<file path="config.mk">
export PLATFORM = sky130hd
export DESIGN_NAME = matmul_seq_ctrl
export DESIGN_NICKNAME = d
export VERILOG_FILES = /design/src/rtl/matmul_seq_ctrl.sv
export SDC_FILE = /design/constraint.sdc
export NUM_CORES = 2
export LEC_CHECK = 0
export BUFFER_PORTS_ARGS = -buffer_cell sky130_fd_sc_hd__buf_4
export CAP_MARGIN = 0
export CORE_AREA = 10 10 746 748
export DETAILED_ROUTE_END_ITERATION = 8
export DIE_AREA = 0 0 756 758
export HOLD_SLACK_MARGIN = 0.15
export PLACE_DENSITY_LB_ADDON = 0.05
export SYNTH_ARGS = -nofsm -noshare
export SYNTH_HDL_FRONTEND = slang
export SYNTH_SLANG_ARGS = --single-unit
</file>
<file path="constraint.sdc">
create_clock -name clk -period 4.4 [get_ports clk]
set_input_delay 0.44 -clock clk [delete_from_list [all_inputs] [get_ports clk]]
set_output_delay 0.44 -clock clk [all_outputs]
set_load 0.01 [all_outputs]
</file>
<file path="src/rtl/matmul_seq_ctrl.sv">
// Job sequencer for the 4x4 systolic matmul array: latches A/B, clears the array,
// streams skewed operand lanes, and gathers the result columns into D.
module matmul_seq_ctrl #(
    parameter int unsigned DW = 32,
    parameter int unsigned N  = 4
) (
    input  logic              clk,
    input  logic              rst,
    input  logic [N*N*DW-1:0] a_flat,
    input  logic [N*N*DW-1:0] b_flat,
    input  logic              job_valid,
    output logic              job_ready,
    output logic [N*N*DW-1:0] d_flat,
    output logic              d_valid,
    input  logic              d_ready,
    output logic              busy,
    output logic              err,
    output logic              mm_rst,
    output logic              mm_input_start,
    output logic [N*DW-1:0]   mm_inA_flat,
    output logic [N*DW-1:0]   mm_inB_flat,
    output logic [3:0]        mm_counter,
    input  logic [N*DW-1:0]   mm_outD_flat,
    input  logic              mm_output_rdy
);

    localparam int unsigned MW = N * N * DW;
    localparam int unsigned LW = N * DW;
    localparam int unsigned IW = $clog2(N);

    typedef enum logic [2:0] {
        S_IDLE  = 3'd0,
        S_CLEAR = 3'd1,
        S_FEED  = 3'd2,
        S_DRAIN = 3'd3,
        S_DONE  = 3'd4
    } state_t;

    state_t          r_state;
    state_t          w_state_nxt;
    logic [3:0]      r_cyc;
    logic [3:0]      w_cyc_nxt;
    logic [DW-1:0]   r_a [N][N];
    logic [DW-1:0]   r_b [N][N];
    logic [DW-1:0]   r_d [N][N];
    logic [LW-1:0]   w_ina_nxt;
    logic [LW-1:0]   w_inb_nxt;
    logic [3:0]      w_cnt_nxt;
    logic            w_accept;
    logic            w_release;
    logic            w_capture;
    logic [IW-1:0]   w_col;
    int              w_idx;

    assign job_ready = (r_state == S_IDLE);
    assign busy      = (r_state == S_CLEAR) || (r_state == S_FEED) || (r_state == S_DRAIN);
    assign w_accept  = job_valid & job_ready;
    assign w_release = d_valid & d_ready;
    assign w_capture = (r_state == S_DRAIN) && (r_cyc >= 4'd9);
    assign w_col     = IW'(r_cyc - 4'd9);

    // Next state and job cycle index (r_cyc holds n of the current Cn)
    always_comb begin
        w_state_nxt = r_state;
        w_cyc_nxt   = r_cyc;
        case (r_state)
            S_IDLE: begin
                if (w_accept) begin
                    w_state_nxt = S_CLEAR;
                    w_cyc_nxt   = 4'd0;
                end
            end
            S_CLEAR: begin
                w_state_nxt = S_FEED;
                w_cyc_nxt   = r_cyc + 4'd1;
            end
            S_FEED: begin
                w_cyc_nxt = r_cyc + 4'd1;
                if (r_cyc == 4'd7) w_state_nxt = S_DRAIN;
            end
            S_DRAIN: begin
                w_cyc_nxt = r_cyc + 4'd1;
                if (r_cyc == 4'd12) begin
                    w_state_nxt = S_DONE;
                    w_cyc_nxt   = 4'd0;
                end
            end
            S_DONE: begin
                if (w_release) w_state_nxt = S_IDLE;
            end
            default: w_state_nxt = S_IDLE;
        endcase
    end

    // Lane and counter values for the upcoming cycle; out-of-range skew indices stay zero
    always_comb begin
        w_ina_nxt = '0;
        w_inb_nxt = '0;
        w_cnt_nxt = '0;
        w_idx     = 0;
        if (w_state_nxt == S_FEED) begin
            for (int k = 0; k < int'(N); k++) begin
                w_idx = int'(w_cyc_nxt) - 1 - k;
                if (w_idx >= 0 && w_idx < int'(N)) begin
                    w_inb_nxt[LW-1-DW*k -: DW] = r_a[IW'(k)][IW'(w_idx)];
                    w_ina_nxt[LW-1-DW*k -: DW] = r_b[IW'(w_idx)][IW'(k)];
                end
            end
        end
        if ((w_state_nxt == S_CLEAR || w_state_nxt == S_FEED || w_state_nxt == S_DRAIN)
            && w_cyc_nxt >= 4'd2) begin
            w_cnt_nxt = w_cyc_nxt - 4'd2;
        end
    end

    always_ff @(posedge clk or negedge rst) begin
        if (!rst) begin
            r_state        <= S_IDLE;
            r_cyc          <= '0;
            d_valid        <= 1'b0;
            err            <= 1'b0;
            mm_rst         <= 1'b1;
            mm_input_start <= 1'b0;
            mm_inA_flat    <= '0;
            mm_inB_flat    <= '0;
            mm_counter     <= '0;
            for (int i = 0; i < int'(N); i++) begin
                for (int j = 0; j < int'(N); j++) begin
                    r_a[i][j] <= '0;
                    r_b[i][j] <= '0;
                    r_d[i][j] <= '0;
                end
            end
        end else begin
            r_state        <= w_state_nxt;
            r_cyc          <= w_cyc_nxt;
            mm_rst         <= 1'b0;
            mm_input_start <= (w_state_nxt == S_CLEAR);
            mm_inA_flat    <= w_ina_nxt;
            mm_inB_flat    <= w_inb_nxt;
            mm_counter     <= w_cnt_nxt;
            if (w_accept) begin
                err <= 1'b0;
                for (int i = 0; i < int'(N); i++) begin
                    for (int j = 0; j < int'(N); j++) begin
                        r_a[i][j] <= a_flat[MW-1-DW*(N*i+j) -: DW];
                        r_b[i][j] <= b_flat[MW-1-DW*(N*i+j) -: DW];
                    end
                end
            end
            // Column capture happens regardless of output_rdy; a missing rdy only flags err
            if (w_capture) begin
                if (!mm_output_rdy) err <= 1'b1;
                for (int r = 0; r < int'(N); r++) begin
                    r_d[r][w_col] <= mm_outD_flat[LW-1-DW*r -: DW];
                end
            end
            if (r_state == S_DRAIN && r_cyc == 4'd12) begin
                d_valid <= 1'b1;
            end else if (w_release) begin
                d_valid <= 1'b0;
            end
        end
    end

    always_comb begin
        d_flat = '0;
        for (int i = 0; i < int'(N); i++) begin
            for (int j = 0; j < int'(N); j++) begin
                d_flat[MW-1-DW*(N*i+j) -: DW] = r_d[i][j];
            end
        end
    end

endmodule

</file>
After elaboration in Yosys (flattened, before gate mapping)
Cells that the tools add are included.
{ "totals": {"word_cells": 151, "output_inout_bits": 778, "in_bits": 1157, "ff_bits": 1551} }
{ "op_classes": {"order_cmp": 16, "n_eq_ne": 9, "n_addsub": 7, "mux": 48, "n_reduce_logical": 15, "n_bitwise": 7} }
{ "op_table": {"columns": ["cell", "count"], "rows": [
  ["two-way mux 32 bit", 17],
  ["binary-select mux 128 bit (select 2 bit)", 2],
  ["bitwise mux 128 bit", 4],
  ["two-way mux 128 bit", 4],
  ["binary-select mux 32 bit (select 2 bit)", 4],
  ["two-way mux 96 bit", 2],
  ["demux 32 bit (select 2 bit)", 1],
  [">= comparator 32 x 1 -> 1 bit, second input constant", 2],
  ["less-than comparator 32 x 4 -> 1 bit, second input constant", 2],
  ["one-hot mux 3 bit (5 select lines)", 1],
  ["equality test 3 x 2 -> 1 bit, second input constant", 4],
  [">= comparator 2 x 3 -> 1 bit, second input constant", 4],
  ["two-way mux 3 bit", 4],
  ["two-way mux 4 bit", 3],
  ["one-hot mux 4 bit (3 select lines)", 1],
  ["subtractor 5 x 3 -> 6 bit, second input constant", 2],
  ["logical AND 1 bit", 8],
  ["NOT 2 bit", 4],
  ["equality test 3 x 1 -> 1 bit, second input constant", 2],
  [">= comparator 6 x 1 -> 1 bit, second input constant", 1],
  ["less-than comparator 6 x 4 -> 1 bit, second input constant", 1],
  ["subtractor 5 x 2 -> 6 bit, second input constant", 1],
  [">= comparator 5 x 1 -> 1 bit, second input constant", 1],
  ["less-than comparator 5 x 4 -> 1 bit, second input constant", 1],
  ["18 further kinds", 26]
]} }

Depth between registers and ports, before layout
{ "logic_depth": {"word_depth": 12, "depth_mapped": 14, "depth_no_buf": 11} }

Worst setup path after synthesis
OpenSTA, ideal clock, no wires.
{ "synth_timing": {"kind": "reg2reg", "start": "register r_cyc[0]", "end": "register mm_inA_flat[64]", "slack_ns": 0.839, "stages_incl_launch_ff": 13, "period_less_slack_ns": 3.561, "setup_time_ns": 0.149, "arrival_ns": 3.412, "required_time_ns": 4.251, "path_cell_list": "dfrtp_1 inv_2 ha_1 nand4_2 o21a_1 o21ai_2 buf_2 buf_2 ha_1 buf_2 clkbuf_1 mux4_2 nor4b_2"} }
{ "synth_via": {"elab_cells_between_ends": 21, "classes_between": "add/sub: 3; order compare: 2; eq/ne: 3; mux: 11; bitwise: 1; reduce/logical: 1"} }
{ "synth_lines": {"columns": ["item", "line_no", "text"], "rows": [
  ["start, declared", "41", "logic [3:0] r_cyc;"],
  ["start signal, assigned", "136", "r_cyc <= w_cyc_nxt;"],
  ["equality test 4 bit or equality test 4 x 3 -> 1 bit (tied branches)", "83, 79", null],
  ["two-way mux 3 bit, on equally long branches", "83, 79", null],
  ["one-hot mux 3 bit (5 select lines) *", "66", "case (r_state)"],
  ["named net w_state_nxt[1]", "40", "state_t w_state_nxt;"],
  ["equality test 3 x 2 -> 1 bit *", "101", "if (w_state_nxt == S_FEED) begin"],
  ["two-way mux 128 bit *", "101", null],
  ["named net w_ina_nxt[64]", "46", "logic [LW-1:0] w_ina_nxt;"],
  ["end signal, assigned", "139", "mm_inA_flat <= w_ina_nxt;"],
  ["end, declared", "20", "output logic [N*DW-1:0] mm_inA_flat,"]
]} }
The timed path passes the listed nets; every way through them passes the cells marked *. The select of a mux whose other input is x is not followed.
A chain may end at the register's enable or synchronous reset.

Worst setup path after layout
{ "layout_timing": {"start": "register r_cyc[0]", "end": "register mm_inA_flat[126]"} }
The elaborated chain is that of the path after synthesis.

==> out/metrics.yaml <==
dr.pass1.iters: 5
synth-edff-count: 0
synth.top_cell.area_share_pct: 61.4
wl_met1_mm: 143
h-tree-depth: 4
routed_wl_mm: 354
via_per_inst: 2.82
drc: 0
worst-setup-path-type: "flip-flop to flip-flop"
stdcell_count: 13400
cts-resized-gates: 0
grt_usage_pct: 11.9
dp_hpwl_mm: 278
worst_slack_ps: 464
io_buffer_count: 1294
worst_pin_slew_ps: 954
endpoint_kind: "flip-flop"
p_per_area_nw_per_um2: 778
drt_iter0_markers: 1602
finalCritPeriodShare_pct: 89.5
path_max_fanout: 63
worstPathCellList: "inv_2 -> ha_1 -> nand4_2 -> o21a_1 -> a22oi_2 -> ha_1 -> o211ai_1 -> and3_1 -> xnor2_1 -> and3b_4 -> buf_12 -> and2_1"
setup_viol: 0
insertion_delay_ps: 900
netlist_top_cells_count: "nand2_1 (1544), dfrtp_1 (1166), mux2_2 (512), clkbuf_1 (187), buf_4 (132)"
slew-limit-headroom_pct: 36.4
status: "completed"
cp.arrival_ps: 4650
setup-tns-final_ps: 0
grt_start_max_net_pins: 130
fin_util_pct: 14.5
yosysMostFrequentCell: "nand2_1"
postPlaceCellArea_sq_um: 66200
grt_pass1_vias: 42300
hold-worst-slack_ps: 230
cap_violations: 0
grt_pass1_wl_mm: 455
clockRootBuffer: "clkbuf_16"
synth.distinct_cells: 57
finalCriticalPeriod_ps: 3940
required_ps: 5120
post-route-cell-area_sq_um: 78800
cts_buffer_depth: 4
start_util_pct: 8.77
synth_cells: 3916
fp.dieH_microns: 758
numCtsBuffers: 186
wl_per_cell_microns: 26.5
fmax_ghz: 0.254
dr.max_layer_used: "met5"
min_path_type: "input pin to asynchronous set/reset pin"
num-nets-final: 7088
synth-seq-cells: 1167
cts_tree: "built"
grt-ovfl-total: 0
synth-seq-area-share_pct: 61.4
vdd_ir_drop_max_uv: 786
cp-start-kind: "flip-flop"
synth_top_area_cell: "dfrtp_1"
syn_to_final_growth_pct: 65.6
detailroute.via_count: 37700
grt_antenna_before_repair: 237
clkTransAtPathRegs_ps: 50
slowest_stage: "dfrtp_1"
hold_viol_final: 0
cts.sinks: 1167
final_antenna_net_count: 0
clock_skew_ps: 94.7
async_flop_share_pct: 100
coreArea_sq_um: 542000
slew_viol_final: 0
critPathMaxStageDelay_ps: 510
dr_wl_met3_mm: 45.8
wl_met2_mm: 156
dp_slack_ps: 338
die_width_microns: 756
finalPower_mw: 61.3
yosys-top-cells-area: "dfrtp_1 (61%), nand2_1 (12%), mux2_2 (12%), mux4_2 (6.1%), buf_4 (2.1%)"
netlist_area_sq_um: 47600
place.gp.congestion: 0.727
postSynthAreaPerCell_sq_um: 12.1
cp_common_cell: "ha_1"
ys_warn_count: 0
synthFlopType: "dfrtp_1"
dp_cells: 12300
floorplan.rows: 271
drive_gt1_share_pct: 39.3
power_leakage_nw: 35.3
ios: 1935
post_cts_buffers: 0
rsz0062_at_grt: "no"
dieArea_sq_um: 573000
[final cells by class]
class	count	area, sq um
flip-flops and latches	1167	29200
repair buffers	2045	17500
inverters	12	52.6
clock inverters	36	355
well taps	7234	9050
diodes	73	183
multi-input cells	2508	16900
clock buffers	291	5500
fillers	61000	463000
[final timing paths]
check                            start          endpoint  slack, ps  cells after the start
setup / recovery              r_cyc[0]  mm_inA_flat[126]        460                     12
hold / removal                     rst   mm_inB_flat[87]        230                      2
setup reg to reg              r_cyc[0]  mm_inA_flat[126]        460                     12
hold reg to reg               r_b[214]          r_b[214]        470                      2
max in group asynchronous          rst       d_flat[373]       2730                      3
min in group clk           b_flat[477]          r_b[477]        280                      4
[critical path: cells and delay by family (launching register included)]
| kind | cells | cell delay [ps] |
|---|---|---|
| buffers and inverters | 2 | 490 |
| AOI/OAI and AO/OA | 3 | 810 |
| DFF | 1 | 510 |
| adders and majority gates | 2 | 530 |
| and+or+nand+nor | 4 | 1010 |
| xor gates and xnor gates | 1 | 320 |
[state kept, by name (all words and copies together), names as in the netlist]
signal,cells
d_flat,512
d_valid,1
err,1
mm_counter,4
mm_inA_flat,64
mm_inB_flat,64
mm_input_start,1
mm_rst,1
r_a,256
r_b,256
r_cyc,4
r_state,3
[where the power goes]
| group | switching [mW] | leakage [nW] | total, mW | internal, mW |
|---|---|---|---|---|
| logic | 15.8 | 18.1 | 28.0 | 12.2 |
| registers | 2.71 | 14.3 | 18.4 | 15.7 |
| clock network | 6.21 | 2.88 | 14.9 | 8.71 |
[repair_timing]
item / in CTS / in global routing
endpoints found under the setup margin: 0 / 0
hold endpoints to repair: 1435 / 0
hold buffers: 651 / 0
[layer usage]
| layer | GRT usage (%) | vias up |
|---|---|---|
| li1 | - | 16800 |
| met1 | 14.1 | 18700 |
| met2 | 18.8 | 1626 |
| met3 | 6.80 | 510 |
| met4 | 2.23 | 60 |
| met5 | 0 | - |
[cells by family (layout without fill, tap and decap cells)]
logic type / count (synthesis) / count (layout) / share of synthesized area, %
compound gates: 22 / 22 / 0.387
buf+inv: 369 / 2384 / 4.23
xor+xnor: 3 / 3 / 0.0710
flops: 1167 / 1167 / 61.4
mux: 641 / 641 / 18.2
other cells: 1 / 202 / 0.00788
simple gates: 1702 / 1702 / 15.4
fa+ha+maj: 11 / 11 / 0.289
[cell usage in the layout, fill, tap and decap left out, types with 3 or more instances in the layout]
master         count
and2_1            65
buf_12            41
buf_4           1352
bufinv_16          3
clkbuf_1          62
clkbuf_16        188
clkbuf_8          41
clkinv_16          3
clkinv_2          23
conb_1           129
dfrtp_1         1166
diode_2           73
dlygate4sd3_1    651
ha_1              10
inv_1              9
inv_6              5
mux2_2           512
mux4_2           128
nand2_1         1539
nand2_4            5
nand3_1            3
nor2_1             6
nor4b_1            4
nor4b_2           60
o21ai_0            3
No activity file was read; power rests on OpenSTA's default activity.
